===== config.mk =====
export PLATFORM = sky130hd
export DESIGN_NAME = oclib_csr_word_arbiter
export DESIGN_NICKNAME = d
export VERILOG_FILES = /design/src/rtl/oclib_pkg.sv /design/src/rtl/oclib_module_reset.sv /design/src/rtl/oclib_rr_pick.sv /design/src/rtl/oclib_csr_word_arbiter.sv
export SDC_FILE = /design/constraint.sdc
export NUM_CORES = 1
export LEC_CHECK = 0
export ABC_AREA = 0
export CORE_MARGIN = 4
export CORE_UTILIZATION = 30
export DETAILED_ROUTE_END_ITERATION = 8
export GPL_TIMING_DRIVEN = 0
export PLACE_DENSITY = 0.65
export SYNTH_ARGS = -nofsm -noshare
export SYNTH_HDL_FRONTEND = slang
export SYNTH_SLANG_ARGS = --single-unit

===== constraint.sdc =====
create_clock -name clock -period 2.7 [get_ports clock]
set_clock_uncertainty 0.05 [all_clocks]
set_input_delay 0.54 -clock clock [delete_from_list [all_inputs] [get_ports clock]]
set_output_delay 0.54 -clock clock [all_outputs]
set_load 0.05 [all_outputs]

===== src/rtl/oclib_pkg.sv =====
// Shared oclib types: CSR request/response words and boolean parameter constants.
package oclib_pkg;

  localparam bit False = 1'b0;
  localparam bit True  = 1'b1;

  typedef struct packed {
    logic [31:0] address;
    logic [31:0] wdata;
    logic [3:0]  wstrb;
    logic        read;
    logic        write;
  } csr_32_s;

  typedef struct packed {
    logic [31:0] rdata;
    logic        ready;
    logic        error;
  } csr_32_fb_s;

endpackage


===== src/rtl/oclib_module_reset.sv =====
// Optional reset synchronizer followed by optional reset pipeline stages.
// Latency is SyncCycles (when enabled) plus ResetPipeline cycles; zero when both are off.
module oclib_module_reset #(
  parameter bit ResetSync     = 1'b0,
  parameter int SyncCycles    = 3,
  parameter int ResetPipeline = 0
) (
  input  logic clock,
  input  logic resetIn,
  output logic resetOut
);

  logic syncReset;
  logic unusedClock;

  assign unusedClock = clock;

  if (ResetSync) begin : gSync
    logic [SyncCycles-1:0] chain;
    always_ff @(posedge clock) begin
      chain[0] <= resetIn;
      for (int i = 1; i < SyncCycles; i++) chain[i] <= chain[i-1];
    end
    assign syncReset = chain[SyncCycles-1];
  end else begin : gNoSync
    assign syncReset = resetIn;
  end

  if (ResetPipeline > 0) begin : gPipe
    logic [ResetPipeline-1:0] pipe;
    always_ff @(posedge clock) begin
      pipe[0] <= syncReset;
      for (int i = 1; i < ResetPipeline; i++) pipe[i] <= pipe[i-1];
    end
    assign resetOut = pipe[ResetPipeline-1];
  end else begin : gNoPipe
    assign resetOut = syncReset;
  end

endmodule


===== src/rtl/oclib_rr_pick.sv =====
// Combinational rotate-priority picker: first set request after lastGrant, wrapping.
// Zero latency; no flow control of its own.
module oclib_rr_pick #(
  parameter int Requesters = 2,
  parameter int IdxWidth   = (Requesters > 1) ? $clog2(Requesters) : 1
) (
  input  logic [Requesters-1:0] request,
  input  logic [IdxWidth-1:0]   lastGrant,
  output logic [IdxWidth-1:0]   winner,
  output logic                  anyRequest
);

  logic                found;
  int                  idx;
  logic [IdxWidth-1:0] idxSel;

  always_comb begin
    winner = '0;
    found  = 1'b0;
    idx    = 0;
    idxSel = '0;
    for (int k = 1; k <= Requesters; k++) begin
      idx    = (int'(lastGrant) + k) % Requesters;
      idxSel = IdxWidth'(idx);
      if (!found && request[idxSel]) begin
        winner = idxSel;
        found  = 1'b1;
      end
    end
  end

  assign anyRequest = |request;

endmodule


===== src/rtl/oclib_csr_word_arbiter.sv =====
// Round-robin arbiter sharing one CSR word target among Requesters masters, one transaction in flight.
// Minimum 4 cycles per transaction; stalls on reqReady, respValid and the owner's outReady.
module oclib_csr_word_arbiter #(
  parameter int  Requesters    = 2,
  parameter type CsrType       = oclib_pkg::csr_32_s,
  parameter type CsrFbType     = oclib_pkg::csr_32_fb_s,
  parameter int  SyncCycles    = 3,
  parameter bit  ResetSync     = oclib_pkg::False,
  parameter int  ResetPipeline = 0,
  parameter int  IdxWidth      = (Requesters > 1) ? $clog2(Requesters) : 1
) (
  input  logic                  clock,
  input  logic                  reset,
  input  CsrType                inData [Requesters],
  input  logic [Requesters-1:0] inValid,
  output logic [Requesters-1:0] inReady,
  output CsrFbType              outData [Requesters],
  output logic [Requesters-1:0] outValid,
  input  logic [Requesters-1:0] outReady,
  output CsrType                reqData,
  output logic                  reqValid,
  input  logic                  reqReady,
  input  CsrFbType              respData,
  input  logic                  respValid,
  output logic                  respReady,
  output logic [IdxWidth-1:0]   grantId,
  output logic                  busy
);

  import oclib_pkg::*;

  typedef enum logic [1:0] {StArb, StReq, StWait, StResp} state_e;

  state_e              state;
  logic                resetQ;
  logic [IdxWidth-1:0] lastGrant;
  logic [IdxWidth-1:0] winner;
  logic                anyRequest;

  oclib_module_reset #(
    .ResetSync     (ResetSync),
    .SyncCycles    (SyncCycles),
    .ResetPipeline (ResetPipeline)
  ) uReset (
    .clock    (clock),
    .resetIn  (reset),
    .resetOut (resetQ)
  );

  oclib_rr_pick #(
    .Requesters (Requesters),
    .IdxWidth   (IdxWidth)
  ) uPick (
    .request    (inValid),
    .lastGrant  (lastGrant),
    .winner     (winner),
    .anyRequest (anyRequest)
  );

  // Accept is gated by reset so a word is never taken on an edge that aborts it.
  always_comb begin
    inReady = '0;
    if (!resetQ && (state == StArb) && anyRequest) inReady[winner] = 1'b1;
  end

  assign busy = (state != StArb);

  always_ff @(posedge clock) begin
    if (resetQ) begin
      state     <= StArb;
      lastGrant <= IdxWidth'(Requesters - 1);
      grantId   <= '0;
      reqData   <= '0;
      reqValid  <= 1'b0;
      respReady <= 1'b0;
      outValid  <= '0;
      for (int i = 0; i < Requesters; i++) outData[i] <= '0;
    end else begin
      case (state)
        StArb: begin
          if (anyRequest) begin
            reqData   <= inData[winner];
            grantId   <= winner;
            lastGrant <= winner;
            reqValid  <= 1'b1;
            state     <= StReq;
          end
        end
        StReq: begin
          if (reqReady) begin
            reqValid  <= 1'b0;
            respReady <= 1'b1;
            state     <= StWait;
          end
        end
        StWait: begin
          if (respValid && respReady) begin
            outData[grantId]  <= respData;
            outValid[grantId] <= 1'b1;
            respReady         <= 1'b0;
            state             <= StResp;
          end
        end
        StResp: begin
          if (outReady[grantId]) begin
            outValid <= '0;
            state    <= StArb;
          end
        end
        default: state <= StArb;
      endcase
    end
  end

endmodule


== Yosys cells after proc, flatten, opt, wreduce, memory -nomap -nowiden ==
Index checks and enable logic that the tools add are counted.
Cells by class
  $add $sub $neg: 2
  magnitude comparators: 9
  equal/unequal tests: 7
  mux-type cells: 33
  bitwise gates (word level): 3
  reductions and logical operators: 21
Operators with widths (count)
  $mux W70: 3
  $bwmux W68: 1
  $demux W34 S1: 1
  $mux W34: 1
  $mux W1: 15
  $mux W2: 6
  $reduce_and A3 Y1: 3
  $lt A1 B2 Y1 const B: 4
  $ne A2 B2 Y1 const B: 4
  $pmux W2 S4: 1
  $reduce_bool A2 Y1: 4
  $logic_and A1 B1 Y1: 7
  $eq A2 B2 Y1 const B: 2
  $ge A2 B2 Y1 const B: 2
  $not A1 Y2: 2
  $pmux W1 S2: 2
  $pmux W2 S2: 1
  $reduce_and A2 Y1: 2
  $reduce_and A4 Y1: 1
  $add A1 B1 Y1 const B: 2
  $demux W1 S1: 2
  $eq A2 B1 Y1 const B: 1
  $ge A1 B1 Y1 const B: 2
  $logic_not A1 Y1: 2
  4 further kinds: 4
Word-level totals
  register bits after elaboration: 146
  input port bits: 182

== Longest topological paths before layout ==
Gate-level depths: netlist (run 1).
  depth in word-level cells: 12
  mapped depth: 8

== Modules after synthesis ==
Synthesis (run 1) repeated with hierarchy kept, for this count alone.
Second synthesis, totals
  cells, all modules: 673
  area, all modules: 6153.4 um2
Modules (own cells, without submodules)
  oclib_csr_word_arbiter: instances 1, cells an instance 670, area an instance 6132.1 um2, seq. area each 2922.8 um2
  oclib_rr_pick: instances 1, cells an instance 2, area an instance 13.8 um2, seq. area each 0.0 um2
  oclib_module_reset: instances 1, cells an instance 1, area an instance 7.5 um2, seq. area each 0.0 um2

== Worst setup path before layout (run 1) ==
Ideal clock, no wire load.
  path type: in2out
  start point: input inValid[1]
  end point: output inReady[1]
  arrival time: 1.532 ns
  path slack: 0.578 ns
  stages: 5
  buffers on the path: 2
  path through: inv_1 > a21oi_1 > buf_2 > buf_4 > and3_1
Between the ends
  word-level cells in the longest chain between the ends: 11
Ends and longest elaborated chain
  from (decl): RTL line oclib_csr_word_arbiter.sv:15  | input logic [Requesters-1:0] inValid,
  $mux W1 (implied by the code) (2 in series): RTL line oclib_rr_pick.sv:25  | if (!found && request[idxSel]) begin
  $mux W1: RTL line oclib_rr_pick.sv:25
  $logic_not A1 Y1: RTL line oclib_rr_pick.sv:25
  $logic_and A1 B1 Y1: RTL line oclib_rr_pick.sv:25
  $mux W1: RTL line oclib_rr_pick.sv:25
  $lt A1 B2 Y1 (implied by the code) / $ge A1 B1 Y1 (equally long branches): RTL line oclib_csr_word_arbiter.sv:63  | if (!resetQ && (state == StArb) && anyRequest) inReady[winner] = 1'b1;
  $logic_and A1 B1 Y1 (implied by the code): RTL line oclib_csr_word_arbiter.sv:63
  $mux W1 (implied by the code): RTL line oclib_csr_word_arbiter.sv:63
  $demux W1 S1: RTL line oclib_csr_word_arbiter.sv:63
  $mux W2 *: RTL line oclib_csr_word_arbiter.sv:63
  to (decl): RTL line oclib_csr_word_arbiter.sv:16  | output logic [Requesters-1:0] inReady,
Mark *: on every way between the ends. The rest lies on a longest branch, timed or not. The select of a mux whose other input is x is not followed.

== Worst setup path in the final report (run 1) ==
Same ends and word-level chain as after synthesis.

==> results of run 1 <==
==> worst paths after layout <==
check | from | endpoint | slack, ns | cells past startpoint
min | outData[51]$_SDFFE_PP0P_ | outData[51]$_SDFFE_PP0P_ | 0.40 | 2
max reg2reg | state[0]$_SDFFE_PP0P_ | outData[47]$_SDFFE_PP0P_ | 0.51 | 8
max | inValid[1] | inReady[1] | 0.13 | 7
min reg2reg | outData[51]$_SDFFE_PP0P_ | outData[51]$_SDFFE_PP0P_ | 0.40 | 2
==> cells by family after synthesis <==
family,after synthesis,share of synthesized area
compound gates,160,0.173
fa+ha+maj,8,0.0170
buf+inv,61,0.0454
flops,146,0.496
mux,71,0.121
simple gates,226,0.149
==> metrics by stage <==
step,util,TNS [ns],power (mW)
floorplan,-,0,5.57
global route,0.521,0,10.0
global placement,0.489,-0.756,7.11
detailed placement,0.489,-0.733,7.14
finish,0.521,0,9.49
CTS,0.520,0,9.59
==> synthesized netlist by cell type, drive strengths merged (2+ instances only) <==
cell type | instances | area share
mux2i | 71 | 0.12
and3 | 3 | 0.0032
nand2 | 136 | 0.087
nor2 | 79 | 0.050
clkbuf | 36 | 0.023
nor2b | 2 | 0.0021
buf | 18 | 0.018
a211oi | 74 | 0.094
a21oi | 72 | 0.061
ha | 8 | 0.017
dfxtp | 146 | 0.50
inv | 7 | 0.0045
o21ai | 5 | 0.0042
==> what timing repair did <==
item / 4_1_cts / 5_1_grt
gates resized for setup: 10 / 1
setup endpoints to repair: 3 / 1
pin swaps: 0 / 0
setup buffers: 0 / 2
==> state kept, by name, summed over array words and instances (netlist names) <==
signal and count:
reqData 70, outData 68, outValid 2, state 2
grantId 1, lastGrant 1, reqValid 1, respReady 1
==> cell type report <==
cell class | instances | share of cell area
repair buffers | 328 | 0.324
well taps | 265 | 0.0328
flip-flops and latches | 146 | 0.289
inverters | 7 | 0.00260
multi-input cells | 465 | 0.267
plain buffers | 54 | 0.0249
clock inverters | 14 | 0.0163
clock buffers | 18 | 0.0434
==> tightest hold or removal path: stages (launching register included) <==
cell	delay, ns
dfxtp_1	0.31
nand2_1	0.05
a21oi_1	0.05
==> power by group through the flow <==
stage | sequential, mW | clock [mW] | combinational [mW]
after global placement | 2.85 | 0 | 4.26
after floorplan | 4.23 | 0 | 1.34
final | 2.81 | 2.43 | 4.25
after detailed placement | 2.86 | 0 | 4.28
after global routing | 2.87 | 2.60 | 4.55
after CTS | 2.82 | 2.49 | 4.28
==> metal layers <==
| layer | global-route usage | part of all wire | vias to the layer above | wire length, um |
|---|---|---|---|---|
| met2 | 0.333 | 0.50 | 249 | 10700 |
| met5 | 0 | 0.00094 | - | 20 |
| met3 | 0.0795 | 0.10 | 15 | 2190 |
| met1 | 0.219 | 0.39 | 2782 | 8290 |
| met4 | 0.0420 | 0.0074 | 2 | 157 |
| li1 | - | - | 3016 | - |
==> impl_summary.txt, run 1 <==
----------------------------------------------------
[Status]
  Status ... finished clean

[Global routing]
  Maximum number of pins on one net before global-route repair ... 17
  Antenna violations before repair ... 1
  Global-route usage over all layers ... 0.191
  Vias in the first global route ... 5,947
  Wire length of the first global-routing pass ... 32,900 um
  Aggregate global routing overflow ... 0

[Die]
  Area of the die ... 0.0220 sq mm
  Count of boundary I/O pins ... 328
  Die height ... 148 um
  Cell Rows ... 51
  Area of the core region ... 0.0194 sq mm
  Width of the chip ... 148 um
  Starting density of the core ... 0.304

[Logic synthesis]
  Post-synth ARST share ... 0
  Syn avg cell area ... 8.77 sq um
  Synth Cell Area ... 0.00590 sq mm
  Synthesized instance count ... 672
  Number of synthesized flops with an enable pin ... 0
  Fraction of the yosys area taken by sequential cells ... 0.496
  Warning count from the yosys run ... 0
  Count of state elements after synthesis ... 146
  Post-synth top flop ... dfxtp_1
  Count of unique library cells instantiated by Yosys ... 30
  Net count after synthesis ... 862

[Clock network]
  Max Buffers Root-to-Sink ... 2
  Root cell of the clock tree ... clkbuf_16
  CTS sink cnt ... 146
  Number of buffers created by CTS ... 17
  Count of hold-fix buffers inserted at cts ... 0
  Clock latency reported for the late side of the worst-skew pair ... 0.42 ns
  Total number of H-tree levels ... 4
  TritonCTS clock tree ... yes
  Clock slew at reported path FFs ... 0.06 ns

[Placed design]
  Placed cell areas ... 0.00949 sq mm
  Placed Cells incl. Taps ... 1,263
  Dpl hpwl ... 16,800 um
  DP Worst Slack ... -0.702 ns
  Number of port buffers ... 326
  Final weighted congestion in routability-driven placement ... 0.806

[Setup path]
  Critical path class ... input pin to primary output
  Crit path DAT ... 1.98 ns
  Nature of the critical path endpoint ... primary output
  Cell repeated most along the worst path ... buf_6
  Buf+Inv Stages, Crit Path ... 5
  Critical-path maximum fanout ... 10
  Cell Chain, Critical Path ... clkdlybuf4s50_1, inv_1, a21oi_1, buf_6, buf_6, and3_1, buf_4
  Largest delay share family, worst path ... buffers and inverters
  CP Data Required Time ... 2.11 ns
  Stage delay of the slowest cell on the critical path ... 0.52 ns
  Slowest cell on the critical path ... clkdlybuf4s50_1
  Startpoint types ... input pin

[STA]
  Number of pins exceeding their max-slew limit in the final report ... 0
  Final worst-path setup slack ... 0.134 ns
  Hold violation total from the final report ... 0
  Worst-case hold slack ... 0.403 ns
  Portion of the clock cycle consumed by the worst path in the final layout ... 0.950
  # setup viols final ... 0
  RSZ-0062 raised after global routing ... no
  Fin crit period ... 2.57 ns
  Headroom to the max-slew limit ... 0.576
  Transition time at the pin with the least slew margin ... 0.636 ns
  Max Clock Freq ... 390 MHz

[Routing]
  Number of iterations in the first detailed-routing pass ... 4
  Violation count after the first detailed-route iteration ... 201
  Via count ... 6,064
  Number of design rule violations left after detail routing ... 0
  Routed wire per std cell ... 16.5 um
  Routed wire length ... 21,400 um
  Via/cell ratio ... 4.68
  Number of nets with antenna violations after routing ... 0

[Flow run]
  Max-capacitance violation count ... 0

[Power and ir drop]
  Net switching power ... 4.00 mW
  Switching portion of total power ... 0.421
  Internal power of the cells ... 5.49 mW
  Power density normalized to cell area ... 938 mW/mm^2
  Register share of total power ... 0.296
  Peak VDD IR ... 0.404 mV
  Leakage power ... 3.67 nW
  Proportion of power drawn by combinational gates ... 0.447
  Clock Power Share ... 0.256

[Layout]
  Combined area of the multi-input logic cells ... 0.00271 sq mm
  Final non-filler cell total ... 1,297
  Fin area ... 0.0101 sq mm
  Diodes inserted ... 0
  Highest-count cells in the layout ignoring fill and taps ... clkdlybuf4s50_1 (323), dfxtp_1 (146), nand2_1 (136)
  Number of nets in the layout ... 1,209
  Footprint of the flip-flops and latches ... 0.00292 sq mm
  Most common cell after layout, fill and taps aside ... clkdlybuf4s50_1
  Count of filler cells inserted in the layout ... 1,896
  Proportion of layout cells with a drive suffix above 1 ... 0.0504
  Area Overhead vs Synth ... 71.6%

[Hold path]
  Type of the most critical hold path ... register to register

----------------------------------------------------
No activity file was read; power rests on OpenSTA's default activity.
==> inputs of run 2 (changes only) <==
--- a/config.mk
+++ b/config.mk
@@ -9,7 +9,6 @@
 export CORE_MARGIN = 4
 export CORE_UTILIZATION = 30
 export DETAILED_ROUTE_END_ITERATION = 8
-export GPL_TIMING_DRIVEN = 0
 export PLACE_DENSITY = 0.65
 export SYNTH_ARGS = -nofsm -noshare
 export SYNTH_HDL_FRONTEND = slang
==> impl_summary.txt, run 2 (synthesis results as in run 1) <==
----------------------------------------------------
[Placed design]
  Final weighted congestion in routability-driven placement ... 0.726
  Placed Cells incl. Taps ... 1,221
  Dpl hpwl ... 14,500 um
  Number of port buffers ... 327
  DP Worst Slack ... 0.169 ns
  Placed cell areas ... 0.00942 sq mm

[Global routing]
  Global-route usage over all layers ... 0.172
  Aggregate global routing overflow ... 0
  Vias in the first global route ... 5,496
  Wire length of the first global-routing pass ... 29,800 um
  Maximum number of pins on one net before global-route repair ... 145
  Antenna violations before repair ... 2

[Setup path]
  Critical-path maximum fanout ... 7
  Startpoint types ... register
  Stage delay of the slowest cell on the critical path ... 0.91 ns
  Crit path DAT ... 1.83 ns
  Stages on worst setup path ... 1
  Cell Chain, Critical Path ... clkdlybuf4s50_1
  Largest delay share family, worst path ... buffers and inverters
  Buf+Inv Stages, Crit Path ... 1
  Nature of the critical path endpoint ... primary output
  CP Data Required Time ... 2.11 ns
  Slowest cell on the critical path ... clkdlybuf4s50_1
  Critical path class ... register to primary output
  Worst reg2reg setup slack ... 0.61 ns
  Worst Reg-to-Reg Cells ... 6

[Routing]
  Number of iterations in the first detailed-routing pass ... 4
  Routed wire per std cell ... 15.8 um
  Violation count after the first detailed-route iteration ... 185
  Via/cell ratio ... 4.55
  Via count ... 5,705
  Number of nets with antenna violations after routing ... 0
  Routed wire length ... 19,700 um
  Number of design rule violations left after detail routing ... 0

[Power and ir drop]
  Power density normalized to cell area ... 935 mW/mm^2
  Switching portion of total power ... 0.414
  Peak VDD IR ... 0.554 mV
  Net switching power ... 3.88 mW
  Leakage power ... 3.61 nW
  Proportion of power drawn by combinational gates ... 0.445
  Register share of total power ... 0.302
  Internal power of the cells ... 5.49 mW
  Clock Power Share ... 0.253
  Post-layout total power ... 9.36 mW

[STA]
  Final worst-path setup slack ... 0.281 ns
  Number of pins exceeding their max-slew limit in the final report ... 0
  RSZ-0062 raised after global routing ... no
  # setup viols final ... 0
  Setup TNS ... 0 ns
  Transition time at the pin with the least slew margin ... 0.808 ns
  Portion of the clock cycle consumed by the worst path in the final layout ... 0.896
  Headroom to the max-slew limit ... 0.461
  Fin crit period ... 2.42 ns
  Worst-case hold slack ... 0.388 ns
  Max Clock Freq ... 413 MHz
  Hold violation total from the final report ... 0

[Layout]
  Regs by FF count ... reqData: 70 flops, outData: 68 flops
  Proportion of layout cells with a drive suffix above 1 ... 0.0496
  Count of filler cells inserted in the layout ... 1,893
  Largest register FFs ... 70
  Area Overhead vs Synth ... 69.9%
  Register with the most flip-flops ... reqData
  Number of nets in the layout ... 1,165
  Final non-filler cell total ... 1,253
  Footprint of the flip-flops and latches ... 0.00292 sq mm
  Most common cell after layout, fill and taps aside ... clkdlybuf4s50_1
  Fin area ... 0.0100 sq mm
  Combined area of the multi-input logic cells ... 0.00273 sq mm
  Share of the core filled with cells in the final layout ... 0.516
  Highest-count cells in the layout ignoring fill and taps ... clkdlybuf4s50_1 (323), dfxtp_1 (146), nand2_1 (136)

[Clock network]
  Clock slew at reported path FFs ... 0.06 ns
  TritonCTS clock tree ... yes
  Post-CTS setup repair buffer count ... 0
  Total number of H-tree levels ... 4
  Max Buffers Root-to-Sink ... 2
  Root cell of the clock tree ... clkbuf_16
  Count of hold-fix buffers inserted at cts ... 0
  Number of buffers created by CTS ... 17
  CTS sink cnt ... 146
  Clock latency reported for the late side of the worst-skew pair ... 0.41 ns

[Die]
  Die height ... 148 um
  Area of the core region ... 0.0194 sq mm
  Width of the chip ... 148 um
  Count of boundary I/O pins ... 328
  Cell Rows ... 51
  Area of the die ... 0.0220 sq mm
  Starting density of the core ... 0.304

[Hold path]
  Number of instances on the worst hold path ... 3
  Type of the most critical hold path ... input pin to register

[Status]
  Status ... finished clean

[Flow run]
  Max-capacitance violation count ... 0

----------------------------------------------------
==> run 2: changes by cell type in the layout (fill, tap and decap cells not counted), sizes merged <==
| cell | change |
|---|---|
| clkinvlp | +1 |
| diode | +1 |
| dlygate4sd2 | -2 |
| clkinv | +4 |
| buf | -7 |
| clkbuf | -36 |
| inv | -6 |
| dlymetal6s2s | +1 |
==> run 2: final timing paths <==
path                                 start                  endpoint
setup / recovery      grantId$_SDFFE_PP0P_                   grantId
hold / removal                       reset    lastGrant$_SDFFE_PP1P_
setup reg to reg     state[0]$_SDFFE_PP0P_     state[0]$_SDFFE_PP0P_
hold reg to reg   outData[43]$_SDFFE_PP0P_  outData[43]$_SDFFE_PP0P_
==> run 2: per-layer routing <==
metal | global-route usage | wire [um] | vias to the layer above
li1 | - | - | 2932
met1 | 0.192 | 7970 | 2536
met2 | 0.295 | 9420 | 221
met3 | 0.0838 | 2140 | 14
met4 | 0.0430 | 193 | 2
met5 | 0 | 13 | -
==> run 2: layout make-up <==
class / instances / area share
Clock inverter: 13 / 0.0152
Timing Repair Buffer: 338 / 0.341
Clock buffer: 18 / 0.0438
Sequential cell: 146 / 0.292
Antenna cell: 1 / 0.000250
Inverter: 7 / 0.00262
Tap cell: 265 / 0.0331
Multi-Input combinational cell: 465 / 0.272
==> run 2: power groups by stage <==
stage	combinational (mW)	sequential (mW)	clock [mW]
after global placement	4.18	2.86	0
after CTS	4.22	2.83	2.45
final	4.17	2.82	2.37
after floorplan	1.34	4.23	0
after detailed placement	4.21	2.87	0
after global routing	4.44	2.88	2.54
==> run 2: repair_timing <==
item	4_1_cts	5_1_grt
resized for setup	0	1
setup endpoints to repair	0	1
endpoints found under the hold margin	0	0
==> run 2: worst register-to-register path, cell delays in order, from the launching register on <==
cell      delay [ns]
dfxtp_1         0.40
inv_1           0.14
ha_1            0.26
a21boi_1        0.17
or2_1           0.31
or4_1           0.47
and3_1          0.18
